--- config.mk ---
export PLATFORM = sky130hd
export DESIGN_NAME = decapsulation_flat
export DESIGN_NICKNAME = d
export VERILOG_FILES = /design/src/rtl/decapsulation_if.sv /design/src/rtl/decapsulation.sv /design/src/flat_wrapper.sv
export SDC_FILE = /design/constraint.sdc
export NUM_CORES = 1
export LEC_CHECK = 0
export CORE_ASPECT_RATIO = 1.25
export CORE_MARGIN = 3
export CORE_UTILIZATION = 50
export DETAILED_ROUTE_END_ITERATION = 7
export PLACE_DENSITY = 0.76
export SYNTH_ARGS = -nofsm -noshare
export SYNTH_HDL_FRONTEND = slang
export SYNTH_SLANG_ARGS = --single-unit
--- constraint.sdc ---
create_clock -name eth_rx_clk -period 1.65 [get_ports eth_rx_clk]
set_input_delay 0.33 -clock eth_rx_clk [delete_from_list [all_inputs] [get_ports eth_rx_clk]]
set_output_delay 0.33 -clock eth_rx_clk [all_outputs]
set_load 0.02 [all_outputs]
--- src/rtl/decapsulation_if.sv ---
// Receive-side bundle for the decapsulator: GMII receive inputs and the
// decapsulated payload/status outputs.
interface decapsulation_if;
  logic        rx_dv;
  logic        rx_er;
  logic [7:0]  rxd;
  logic [7:0]  data_out;
  logic        data_valid;
  logic        frame_start;
  logic        frame_end;
  logic        frame_good;
  logic [47:0] src_mac;
  logic [15:0] ethertype;

  modport master (
    output rx_dv, rx_er, rxd,
    input  data_out, data_valid, frame_start, frame_end, frame_good, src_mac, ethertype
  );

  modport slave (
    input  rx_dv, rx_er, rxd,
    output data_out, data_valid, frame_start, frame_end, frame_good, src_mac, ethertype
  );
endinterface

--- src/rtl/decapsulation.sv ---
// GMII receive decapsulator: destination filter, header capture, FCS strip and
// frame status. Define DECAP_CRC_CHECK_EN to include the CRC-32 check.
module decapsulation #(
  parameter logic [47:0] MAC_ADDR    = 48'h023528fbdd66,
  parameter int unsigned MIN_PAYLOAD = 46,
  parameter int unsigned MAX_PAYLOAD = 1500
) (
  input  logic           eth_rx_clk,
  input  logic           arst_n,
  decapsulation_if.slave bus
);

  typedef enum logic [2:0] {IDLE, PREAMBLE, DST, SRC, TYPE, PAYLOAD, DROP} state_t;

  // Counter includes the 4 FCS bytes, so the length window is shifted by 4.
  localparam logic [10:0] MIN_CNT = 11'(MIN_PAYLOAD + 4);
  localparam logic [10:0] MAX_CNT = 11'(MAX_PAYLOAD + 4);
  localparam logic [10:0] CNT_SAT = 11'd2047;

  state_t           state_r, state_s;
  logic [2:0]       hdr_cnt_r, hdr_cnt_s;
  logic [47:0]      dst_r, dst_s, dst_next_s;
  logic [47:0]      src_mac_r, src_mac_s;
  logic [15:0]      ethertype_r, ethertype_s;
  logic [10:0]      byte_cnt_r, byte_cnt_s;
  logic [3:0][7:0]  dl_r, dl_s;
  logic             err_r, err_s;
  logic             first_r, first_s;
  logic [7:0]       data_out_r, data_out_s;
  logic             data_valid_r, data_valid_s;
  logic             frame_start_r, frame_start_s;
  logic             frame_end_r, frame_end_s;
  logic             frame_good_r, frame_good_s;
  logic             in_frame_s;
  logic             crc_ok_s;

  assign in_frame_s = (state_r == DST) || (state_r == SRC) ||
                      (state_r == TYPE) || (state_r == PAYLOAD);
  assign dst_next_s = {dst_r[39:0], bus.rxd};

`ifdef DECAP_CRC_CHECK_EN
  logic [31:0] crc_r, crc_s;

  function automatic logic [31:0] crc32_byte(input logic [31:0] crc, input logic [7:0] d);
    logic [31:0] c;
    c = crc;
    for (int i = 0; i < 8; i++) begin
      if (c[0] ^ d[i]) begin
        c = (c >> 1) ^ 32'hEDB88320;
      end else begin
        c = c >> 1;
      end
    end
    return c;
  endfunction

  // CRC next value: seeded on SFD, advanced on every byte from DST onward.
  always_comb begin
    crc_s = crc_r;
    if ((state_r == PREAMBLE) && bus.rx_dv && (bus.rxd == 8'hD5)) begin
      crc_s = 32'hFFFFFFFF;
    end else if (in_frame_s && bus.rx_dv) begin
      crc_s = crc32_byte(crc_r, bus.rxd);
    end else begin
      crc_s = crc_r;
    end
  end

  // CRC register.
  always_ff @(posedge eth_rx_clk or negedge arst_n) begin
    if (!arst_n) begin
      crc_r <= 32'hFFFFFFFF;
    end else begin
      crc_r <= crc_s;
    end
  end

  // Residue of a reflected CRC-32 run across its own FCS.
  assign crc_ok_s = (crc_r == 32'hDEBB20E3);
`else
  assign crc_ok_s = 1'b1;
`endif

  // Next-state and datapath/output next values.
  always_comb begin
    state_s       = state_r;
    hdr_cnt_s     = hdr_cnt_r;
    dst_s         = dst_r;
    src_mac_s     = src_mac_r;
    ethertype_s   = ethertype_r;
    byte_cnt_s    = byte_cnt_r;
    dl_s          = dl_r;
    err_s         = err_r;
    first_s       = first_r;
    data_out_s    = data_out_r;
    data_valid_s  = 1'b0;
    frame_start_s = 1'b0;
    frame_end_s   = 1'b0;
    frame_good_s  = 1'b0;

    if (in_frame_s && bus.rx_dv && bus.rx_er) begin
      err_s = 1'b1;
    end else begin
      err_s = err_r;
    end

    case (state_r)
      IDLE: begin
        if (bus.rx_dv && (bus.rxd == 8'h55)) begin
          state_s = PREAMBLE;
        end else begin
          state_s = IDLE;
        end
      end
      PREAMBLE: begin
        if (!bus.rx_dv) begin
          state_s = IDLE;
        end else if (bus.rxd == 8'h55) begin
          state_s = PREAMBLE;
        end else if (bus.rxd == 8'hD5) begin
          state_s    = DST;
          hdr_cnt_s  = 3'd0;
          err_s      = 1'b0;
          byte_cnt_s = 11'd0;
          first_s    = 1'b0;
        end else begin
          state_s = DROP;
        end
      end
      DST: begin
        if (!bus.rx_dv) begin
          state_s = IDLE;
        end else begin
          dst_s = dst_next_s;
          if (hdr_cnt_r == 3'd5) begin
            hdr_cnt_s = 3'd0;
            if ((dst_next_s == MAC_ADDR) || (dst_next_s == 48'hFFFFFFFFFFFF)) begin
              state_s = SRC;
            end else begin
              state_s = DROP;
            end
          end else begin
            hdr_cnt_s = hdr_cnt_r + 3'd1;
          end
        end
      end
      SRC, TYPE, PAYLOAD: begin
        if (!bus.rx_dv) begin
          state_s      = IDLE;
          first_s      = 1'b0;
          frame_end_s  = 1'b1;
          frame_good_s = !err_r && (byte_cnt_r >= MIN_CNT) &&
                         (byte_cnt_r <= MAX_CNT) && crc_ok_s;
        end else if (state_r == SRC) begin
          src_mac_s = {src_mac_r[39:0], bus.rxd};
          if (hdr_cnt_r == 3'd5) begin
            hdr_cnt_s = 3'd0;
            state_s   = TYPE;
          end else begin
            hdr_cnt_s = hdr_cnt_r + 3'd1;
          end
        end else if (state_r == TYPE) begin
          ethertype_s = {ethertype_r[7:0], bus.rxd};
          if (hdr_cnt_r == 3'd1) begin
            hdr_cnt_s = 3'd0;
            state_s   = PAYLOAD;
            first_s   = 1'b1;
          end else begin
            hdr_cnt_s = hdr_cnt_r + 3'd1;
          end
        end else begin
          // A byte leaves the delay line only once four newer bytes sit behind it.
          if (byte_cnt_r >= 11'd4) begin
            data_out_s    = dl_r[3];
            data_valid_s  = 1'b1;
            frame_start_s = first_r;
            first_s       = 1'b0;
          end else begin
            data_valid_s = 1'b0;
          end
          dl_s = {dl_r[2:0], bus.rxd};
          if (byte_cnt_r != CNT_SAT) begin
            byte_cnt_s = byte_cnt_r + 11'd1;
          end else begin
            byte_cnt_s = byte_cnt_r;
          end
        end
      end
      DROP: begin
        if (!bus.rx_dv) begin
          state_s = IDLE;
        end else begin
          state_s = DROP;
        end
      end
      default: begin
        state_s = IDLE;
      end
    endcase
  end

  // FSM state register.
  always_ff @(posedge eth_rx_clk or negedge arst_n) begin
    if (!arst_n) begin
      state_r <= IDLE;
    end else begin
      state_r <= state_s;
    end
  end

  // Datapath and registered outputs.
  always_ff @(posedge eth_rx_clk or negedge arst_n) begin
    if (!arst_n) begin
      hdr_cnt_r     <= 3'd0;
      dst_r         <= 48'd0;
      src_mac_r     <= 48'd0;
      ethertype_r   <= 16'd0;
      byte_cnt_r    <= 11'd0;
      dl_r          <= 32'd0;
      err_r         <= 1'b0;
      first_r       <= 1'b0;
      data_out_r    <= 8'd0;
      data_valid_r  <= 1'b0;
      frame_start_r <= 1'b0;
      frame_end_r   <= 1'b0;
      frame_good_r  <= 1'b0;
    end else begin
      hdr_cnt_r     <= hdr_cnt_s;
      dst_r         <= dst_s;
      src_mac_r     <= src_mac_s;
      ethertype_r   <= ethertype_s;
      byte_cnt_r    <= byte_cnt_s;
      dl_r          <= dl_s;
      err_r         <= err_s;
      first_r       <= first_s;
      data_out_r    <= data_out_s;
      data_valid_r  <= data_valid_s;
      frame_start_r <= frame_start_s;
      frame_end_r   <= frame_end_s;
      frame_good_r  <= frame_good_s;
    end
  end

  assign bus.data_out    = data_out_r;
  assign bus.data_valid  = data_valid_r;
  assign bus.frame_start = frame_start_r;
  assign bus.frame_end   = frame_end_r;
  assign bus.frame_good  = frame_good_r;
  assign bus.src_mac     = src_mac_r;
  assign bus.ethertype   = ethertype_r;

endmodule

--- src/flat_wrapper.sv ---
// flat-port wrapper written by rule: the top's interface ports become plain ports
module decapsulation_flat 
#(
  parameter logic [47:0] MAC_ADDR    = 48'h023528fbdd66,
  parameter int unsigned MIN_PAYLOAD = 46,
  parameter int unsigned MAX_PAYLOAD = 1500
)
  (eth_rx_clk, arst_n, bus_rx_dv, bus_rx_er, bus_rxd, bus_data_out, bus_data_valid, bus_frame_start, bus_frame_end, bus_frame_good, bus_src_mac, bus_ethertype);
  decapsulation_if bus_i ();
  input  logic eth_rx_clk;
  input  logic arst_n;
  input wire logic [$bits(bus_i.rx_dv)-1:0] bus_rx_dv;
  input wire logic [$bits(bus_i.rx_er)-1:0] bus_rx_er;
  input wire logic [$bits(bus_i.rxd)-1:0] bus_rxd;
  output wire logic [$bits(bus_i.data_out)-1:0] bus_data_out;
  output wire logic [$bits(bus_i.data_valid)-1:0] bus_data_valid;
  output wire logic [$bits(bus_i.frame_start)-1:0] bus_frame_start;
  output wire logic [$bits(bus_i.frame_end)-1:0] bus_frame_end;
  output wire logic [$bits(bus_i.frame_good)-1:0] bus_frame_good;
  output wire logic [$bits(bus_i.src_mac)-1:0] bus_src_mac;
  output wire logic [$bits(bus_i.ethertype)-1:0] bus_ethertype;
  assign bus_i.rx_dv = bus_rx_dv;
  assign bus_i.rx_er = bus_rx_er;
  assign bus_i.rxd = bus_rxd;
  assign bus_data_out = bus_i.data_out;
  assign bus_data_valid = bus_i.data_valid;
  assign bus_frame_start = bus_i.frame_start;
  assign bus_frame_end = bus_i.frame_end;
  assign bus_frame_good = bus_i.frame_good;
  assign bus_src_mac = bus_i.src_mac;
  assign bus_ethertype = bus_i.ethertype;
  decapsulation #(.MAC_ADDR(MAC_ADDR), .MIN_PAYLOAD(MIN_PAYLOAD), .MAX_PAYLOAD(MAX_PAYLOAD)) u_core (.eth_rx_clk(eth_rx_clk), .arst_n(arst_n), .bus(bus_i));
endmodule
==> results.ini <==
[outcome]
status=finished, final reports clean

[cells_and_area]
drive_gt1_share_pct=22.04
fin_nets=788
fill_cells=983
instances_no_fill=956
n_antenna_cell=0
area_delta_synth_final_pct=29.58

[synthesis]
async_reset_ff_share_pct=100.0
ys_warn_count=0
synth.cell_area_sq_um=6849
synth_common_cells=nand2_1 (252), dfrtp_1 (167), mux2_2 (62), clkbuf_1 (15), nand4_1 (15)
synthCells=643
avgSynthCellArea_sq_um=10.65
ys_ff_latch=167
synthTopCellsByArea=dfrtp_1 (61%), nand2_1 (14%), mux2_2 (10%)
yosys_most_used_dff=dfrtp_1
synth_seq_area_share_pct=61.02
synth.most_common_cell=nand2_1
synth_top_area_cell=dfrtp_1
synth_nets=659
synth_edf_count=0
synth_top_area_share_pct=61.02
synth_cell_types=54

[floorplan]
start_util_pct=51.31
io_pins=88
chipWidth_um=110.7
fp.dieH_um=136.9
die_area_sq_um=15150
num_rows=47
fp.coreArea_sq_um=13350

[power_and_ir_drop]
pwr_density_cell_nw_per_um2=1203
leakagePower_nw=4.747
peakVddDrop_v=0.0006939

[critical_path]
r2r_setup_slack_ns=0.03
rr_worst_depth=7
required_ns=1.96
critPathBufInv=2
rr_endpoint=u_core.byte_cnt_r[6]
end_kind=flip-flop
setup.worst_path.class=flip-flop to flip-flop
cp_max_fo=7
setup.worst_path.start_class=flip-flop
slowest_stage=dfrtp_1
slowest_delay_ns=0.38
crit_family=simple AND/OR/NAND/NOR gates
crit_start=u_core.state_r[0]
reg2reg_from=u_core.state_r[0]
arrival_ns=1.93
path_cells=buf_6, and4b_2, nand4_1, buf_4, nor3_2, xnor2_1, nor2_1

[sta]
slew_violations=0
finalSetupViolCount=0
setup_tns_ns=0
fin_crit_sh_pct=98.28
fin_skew_ns=0.006992
tightest_slew_ns=0.3958
layout_min_cycle_time_ns=1.622
slew_headroom_pct=73.61
hold_viol=0
rsz0062_at_grt=true
max_freq_mhz=616.7

[detailed_routing]
dr_total_vias=5147
drc=0
finalWirelength_um=15580
wl_per_cell_um=16.30
drt_iter0_markers=316
final_antenna_net_count=0
dr.pass1.iters=4
vias_per_cell=5.384

[clock_network]
cts-root-buf=clkbuf_16
htree_levels=4
cts_sinks=167
numCtsBuffers=17
cts_tree=done
clkLatencyLatePin_ns=0.42
clkTransAtPathRegs_ns=0.06
cts_max_path_buffers=2

[placed_design]
place_inst=916
routabilityCongestion=0.8178
io_buffer_count=87
hpwl_um=10720

[global_route]
grt_max_degree=42
first_global_vias=5121
grtUsageTotal_pct=21.18
grt_pass1_wl_um=25510
grt_overflow=0
antenna_found_initial=0

[job]
max-cap-violations=0

[min_path]
hold_class=input pin to async pin

registers in the layout, summed over array words and instances (netlist names), 3 cells and up:
register and flops:
u_core.state_r 3, u_core.bus.data_out 8, u_core.dst_r 40, u_core.hdr_cnt_r 3, u_core.dl_r 32, u_core.bus.ethertype 16
u_core.byte_cnt_r 11, u_core.bus.src_mac 48
metrics by stage:
| stage | power (mW) | utilization, % | hold slack [ns] | area (sq um) | setup slack, ns |
|---|---|---|---|---|---|
| after global placement | 6.934 | 61.69 | 0.2633 | 8235 | -0.5501 |
| after floorplan | 6.099 | - | 0.03441 | 6870 | -0.06518 |
| final | 10.68 | 66.48 | 0.3873 | 8875 | 0.02846 |
| after CTS | 10.73 | 65.85 | 0.4004 | 8791 | 0.00004841 |
| after global routing | 11.12 | 66.48 | 0.4262 | 8875 | -0.05611 |
| after detailed placement | 7.063 | 61.69 | 0.2728 | 8235 | -0.5552 |
placed cells by master, fill, tap and decap left out, types with 4 or more instances in the layout:
master | netlist | routed
buf_6 | 1 | 5
clkdlybuf4s50_1 | 0 | 6
o21ai_0 | 8 | 4
and3_1 | 5 | 4
nand4_1 | 15 | 15
xnor2_1 | 6 | 6
dfrtp_1 | 167 | 165
a21oi_1 | 9 | 9
clkinv_2 | 0 | 4
buf_4 | 1 | 38
buf_12 | 0 | 7
nor2_1 | 13 | 12
nor4_1 | 10 | 9
mux2_2 | 62 | 62
clkbuf_16 | 0 | 17
inv_1 | 9 | 8
nand2_1 | 252 | 252
dlygate4sd2_1 | 0 | 80
o21ai_1 | 3 | 7
cell type report:
type	instances	area (sq um)	share of cell area, %
clock inverter	13	121.4	1.368
sequential	167	4182	47.12
timing repair buffer	138	1280	14.42
tap	171	214.0	2.411
inverter	10	37.54	0.4230
clock buffer	19	442.9	4.991
multi-input combinational	438	2597	29.27
repair_timing:
item | CTS | global route
resized for setup | 86 | 22
buffers inserted | 1 | 5
endpoints found under the setup margin | 135 | 43
pin swaps | 2 | 8
gates cloned | 2 | 0
endpoints found under the hold margin | 35 | 0
hold buffers | 1 | 0
metal layers:
metal  routed length (um)  part of all wire [%]  vias to the layer above  track usage, %
li1                     -                     -                     2410               -
met1                 6353                    41                     2534           25.19
met2                 8034                    52                      172           37.42
met3                  882                   5.7                       31           5.705
met4                  310                   2.0                        0           7.255
met5                    0                     0                        -               0
how the worst max path moves through the flow:
stage,slack [ns],endpoint,cells past startpoint
final,0.03,u_core.byte_cnt_r[6],7
after global routing,-0.06,u_core.byte_cnt_r[6],7
after CTS,0.00005,u_core.dst_r[1],5
after detailed placement,-0.56,u_core.byte_cnt_r[0],6
after global placement,-0.55,u_core.byte_cnt_r[0],6
after floorplan,-0.07,u_core.byte_cnt_r[0],6
cells by family (layout without fill, tap and decap cells):
family                   Yosys count  in the layout  share of synthesized area (%)
AND/OR/NAND/NOR                  321            321                          20.17
flip-flops                       167            167                          61.02
multiplexers                      65             65                          10.74
AO/OA/AOI/OAI                     42             42                          4.147
buffers and inverters             38            180                          2.430
XOR/XNOR                           6              6                         0.7673
adder cells (fa/ha/maj)            4              4                         0.7308
power breakdown:
part           internal, mW  switching [mW]
sequential             4.64           0.459
combinational         0.891           0.913
clock                  2.14            1.64
total                  7.67            3.01
Power figures use the tool's default switching activity.
